[config.mk]
export PLATFORM = sky130hd
export DESIGN_NAME = path_delay_meter
export DESIGN_NICKNAME = d
export VERILOG_FILES = /design/src/rtl/path_delay_meter.sv
export SDC_FILE = /design/constraint.sdc
export NUM_CORES = 1
export LEC_CHECK = 0
export CAP_MARGIN = 20
export CELL_PAD_IN_SITES_DETAIL_PLACEMENT = 2
export CELL_PAD_IN_SITES_GLOBAL_PLACEMENT = 2
export CORE_MARGIN = 2
export CORE_UTILIZATION = 32
export DETAILED_ROUTE_END_ITERATION = 10
export PLACE_DENSITY_LB_ADDON = 0.25
export SETUP_SLACK_MARGIN = 0.1
export SYNTH_ARGS = -nofsm -noshare
export SYNTH_HDL_FRONTEND = slang
export SYNTH_SLANG_ARGS = --single-unit
[constraint.sdc]
create_clock -name clk -period 2.6 [get_ports clk]
set_clock_uncertainty 0.15 [all_clocks]
set_input_delay 0.52 -clock clk [delete_from_list [all_inputs] [get_ports clk]]
set_output_delay 0.52 -clock clk [all_outputs]
set_load 0.1 [all_outputs]
[src/rtl/path_delay_meter.sv]
// Measures the propagation delay of an external path in clock cycles via launch/capture.
// Define PATH_DELAY_ACCUM_EN to add a saturating accumulator of successful measurements.
module path_delay_meter #(
  parameter int CNT_W       = 16,
  parameter int SETTLE_CYC  = 16,
  parameter int TIMEOUT_CYC = 4095,
  parameter int INVERTING   = 0
) (
  input  logic             clk,
  input  logic             rst,
  input  logic             start,
  output logic             launch,
  input  logic             pathResult,
  output logic             busy,
  output logic             done,
  output logic             timeout,
  output logic [CNT_W-1:0] delayCount
`ifdef PATH_DELAY_ACCUM_EN
  ,
  input  logic             clrAccum,
  output logic [31:0]      accumTotal,
  output logic [15:0]      runCount
`endif
);

  localparam int SETTLE_W = (SETTLE_CYC > 1) ? $clog2(SETTLE_CYC) : 1;
  localparam logic [SETTLE_W-1:0] SETTLE_LAST = SETTLE_W'(SETTLE_CYC - 1);
  localparam logic [CNT_W-1:0] TIMEOUT_VAL = CNT_W'(TIMEOUT_CYC);
  localparam logic INV = (INVERTING != 0);

  typedef enum logic [2:0] {IDLE, SETTLE, LAUNCH, MEASURE, DONE} stateT;

  stateT               state;
  logic                s1;
  logic                s2;
  logic                expLevel;
  logic [SETTLE_W-1:0] settleCnt;
  logic [CNT_W-1:0]    cnt;

  assign expLevel = launch ^ INV;
  assign busy     = (state != IDLE);

  // pathResult is asynchronous to clk; only s2 is ever used for decisions
  always_ff @(posedge clk) begin
    if (rst) begin
      s1 <= 1'b0;
      s2 <= 1'b0;
    end else begin
      s1 <= pathResult;
      s2 <= s1;
    end
  end

  // The count includes the two synchronizer stages, so a wire-only path reads as 2
  always_ff @(posedge clk) begin
    if (rst) begin
      state      <= IDLE;
      launch     <= 1'b0;
      done       <= 1'b0;
      timeout    <= 1'b0;
      delayCount <= '0;
      settleCnt  <= '0;
      cnt        <= '0;
    end else begin
      done <= 1'b0;
      case (state)
        IDLE: begin
          launch <= 1'b0;
          if (start) begin
            settleCnt <= '0;
            state     <= SETTLE;
          end
        end
        SETTLE: begin
          launch <= 1'b0;
          if (settleCnt == SETTLE_LAST) begin
            if (s2 == expLevel) begin
              state <= LAUNCH;
            end else begin
              delayCount <= '0;
              timeout    <= 1'b1;
              done       <= 1'b1;
              state      <= DONE;
            end
          end else begin
            settleCnt <= settleCnt + SETTLE_W'(1);
          end
        end
        LAUNCH: begin
          launch <= 1'b1;
          cnt    <= '0;
          state  <= MEASURE;
        end
        MEASURE: begin
          if (s2 == expLevel) begin
            delayCount <= cnt;
            timeout    <= 1'b0;
            done       <= 1'b1;
            state      <= DONE;
          end else if (cnt == TIMEOUT_VAL) begin
            delayCount <= TIMEOUT_VAL;
            timeout    <= 1'b1;
            done       <= 1'b1;
            state      <= DONE;
          end else begin
            cnt <= cnt + CNT_W'(1);
          end
        end
        DONE: begin
          launch <= 1'b0;
          state  <= IDLE;
        end
        default: state <= IDLE;
      endcase
    end
  end

`ifdef PATH_DELAY_ACCUM_EN
  logic [32:0] accumSum;

  assign accumSum = {1'b0, accumTotal} + 33'(delayCount);

  // clrAccum wins over a done landing in the same cycle
  always_ff @(posedge clk) begin
    if (rst || clrAccum) begin
      accumTotal <= '0;
      runCount   <= '0;
    end else if (done && !timeout) begin
      accumTotal <= accumSum[32] ? '1 : accumSum[31:0];
      if (runCount != '1) runCount <= runCount + 16'd1;
    end
  end
`endif

endmodule

==> flow_metrics.env <==
export IMPL_status="completed"
export IMPL_tritoncts="yes"
export IMPL_cts_buffers=5
export IMPL_timing_fmax_ghz=0.427
export IMPL_multi_input_area_mm2=0.00104
export IMPL_cts_root_buf="clkbuf_8"
export IMPL_synthFlopType="dfxtp_1"
export IMPL_via_count=1899
export IMPL_gp_congestion=0.790
export IMPL_top_layer="met4"
export IMPL_m1WireLength_um=2900
export IMPL_ant_nets=0
export IMPL_drtIter0Drc=94
export IMPL_ys_seq_area_share_pct=44.5
export IMPL_yosysTopAreaCell="dfxtp_1"
export IMPL_synthArstFlopShare_pct=0
export IMPL_worstMarginPinSlew_ns=0.605
export IMPL_arrival_ns=2.39
export IMPL_cts_buffer_depth=2
export IMPL_grt_pass1_wl_um=9530
export IMPL_drc=0
export IMPL_rsz0062_at_grt="no"
export IMPL_dpl_hpwl_um=4240
export IMPL_setup_viol=0
export IMPL_final_cell_mix="dfxtp_1, nor2_1, buf_4, nand2_1, a21oi_1"
export IMPL_min_period_ns=2.34
export IMPL_start_util_pct=33.2
export IMPL_path_buf_inv=0
export IMPL_p_leak_nw=0.901
export IMPL_path_cells="ha_1 -> nand3_2 -> or4_1 -> o21ai_2 -> nor2_1 -> o21a_1"
export IMPL_via_per_inst=5.46
export IMPL_dr_wl_met2_um=2680
export IMPL_first_pass_iters=4
export IMPL_yosys_warnings=0
export IMPL_synth_distinct_cells=46
export IMPL_nNetsFinal=278
export IMPL_mappedNetlistArea_mm2=0.00198
export IMPL_ys_seq_elements=44
export IMPL_synth_avg_cell_area_um2=8.21
export IMPL_wl_per_cell_um=16.7
export IMPL_route_met3_wl_um=169
export IMPL_final_seq_area_um2=882
export IMPL_htreeDepth=2
export IMPL_layout_drive_gt1_share_pct=19.0
export IMPL_final_max_slew_viol_count=0
export IMPL_dieArea_mm2=0.00683
export IMPL_worstPathRequired_ns=2.65
export IMPL_p_per_area_mw_per_mm2=569
export IMPL_worstPathMaxFanout=7
export IMPL_cts_sinks=44
export IMPL_critPathLaunchType="register"
export IMPL_num_antenna_cells=0
export IMPL_coreArea_mm2=0.00596
export IMPL_track_usage_pct=18.3
export IMPL_critPathKind="reg2reg"
export IMPL_vdd_drop_max_mv=0.207
export IMPL_period_share_pct=90.1
export IMPL_portBuffers=23
export IMPL_synthToLayoutAreaGrowth_pct=20.9
export IMPL_maxSlewHeadroom_pct=59.6
export IMPL_synth_edf_count=0
export IMPL_gr_total_overflow=0
export IMPL_finalHoldViolCount=0
export IMPL_critPathTopFamily="simple AND/OR/NAND/NOR gates"
export IMPL_synthTopCellsByArea="dfxtp_1, nor2_1, nand2_1"
export IMPL_grt_max_degree=15
export IMPL_fp_dieH_um=82.7
export IMPL_final_common_cell="dfxtp_1"
export IMPL_die_width_um=82.7
export IMPL_end_kind="register"
export IMPL_routed_wl_um=5820
export IMPL_syn_inst=241
export IMPL_clock_latency_ns=0.30
export IMPL_netlist_area_leader_share_pct=44.5
export IMPL_tns_ns=0
export IMPL_slowest_stage="or4_1"
export IMPL_hold_ws_ns=0.294
export IMPL_max_stage_delay_ns=0.70
export IMPL_syn_nets=247
export IMPL_clk_pin_slew_ns=0.09
export IMPL_grt_pass1_vias=1891
export IMPL_antenna_found_initial=0
export IMPL_fillCellCount=691
export IMPL_hold_class="reg2reg"
export IMPL_max_cap_viol_count=0
export IMPL_ios=24
export IMPL_rows=28
==> registers in the layout, indices dropped and copies added (netlist names) <==
signal / count
cnt: 16
delayCount: 16
timeout: 1
done: 1
settleCnt: 4
launch: 1
state: 3
s2: 1
s1: 1
==> kinds of logic (layout without fill, tap and decap cells) <==
kind of cell / after synthesis / after routing / share of synthesized area (%)
and+or+nand+nor: 106 / 106 / 26.3
adders and majority gates: 2 / 2 / 1.26
DFF: 44 / 44 / 44.5
xor gates and xnor gates: 5 / 5 / 2.21
AOI/OAI and AO/OA: 67 / 67 / 21.3
muxes: 2 / 2 / 1.07
buffers and inverters: 15 / 47 / 3.35
==> power by group <==
part	switching [W]	internal, W
clock	0.000242	0.000212
combinational	0.000145	0.0000599
sequential	0.0000173	0.000686
total	0.000404	0.000958
==> repair_timing <==
action / in CTS / in global routing
setup buffers: 0 / 2
gates resized for setup: 0 / 1
setup endpoints to repair: 0 / 9
hold buffers: 0 / 0
==> metrics by stage <==
step | cell area [um2] | utilization (%) | total power (W) | std cells | worst slack [ns]
detailed placement | 2280 | 38.3 | 0.000924 | 338 | 0.199
global route | 2390 | 40.2 | 0.00143 | 348 | 0.137
finish | 2390 | 40.2 | 0.00136 | 348 | 0.257
CTS | 2370 | 39.9 | 0.00138 | 346 | 0.181
global placement | 2280 | 38.3 | 0.000917 | 338 | 0.298
floorplan | 1980 | - | 0.000861 | 241 | 0.291
==> synthesized netlist by cell type (2+ instances only) <==
cell,instances
a21o_1,2
a21oi_1,20
a22oi_1,4
a311oi_1,3
a31oi_1,6
a41oi_1,2
and3_1,3
buf_2,2
clkbuf_1,8
dfxtp_1,44
ha_1,2
inv_1,3
nand2_1,28
nand3_1,6
nand3b_1,3
nor2_1,38
nor2b_1,2
nor3_1,9
nor3b_1,3
nor4_1,2
o211ai_1,3
o21a_1,2
o21ai_0,8
o21ai_1,11
or3_1,2
or4_1,2
xor2_1,4
==> cell type report <==
cell class / instances / area share (%)
Sequential cell: 44 / 36.9
Timing Repair Buffer: 36 / 11.6
Tap cell: 75 / 3.92
Clock inverter: 2 / 0.418
Clock buffer: 6 / 3.45
Multi-Input combinational cell: 182 / 43.3
Inverter: 3 / 0.470
==> path summary, 6_finish.rpt <==
path / end / cells after the start / slack, ns / from
worst max register to register: cnt[4] / 6 / 0.26 / cnt[0]
worst max-delay path: cnt[4] / 6 / 0.26 / cnt[0]
worst min-delay path: s2 / 1 / 0.29 / s1
worst min register to register: s2 / 1 / 0.29 / s1
==> layer usage <==
metal  GRT usage (%)  vias up
li1                -      925
met1            25.0      938
met2            29.4       29
met3            3.26        7
met4            5.41        0
met5               0        -
(Power assumes the default switching activity.)
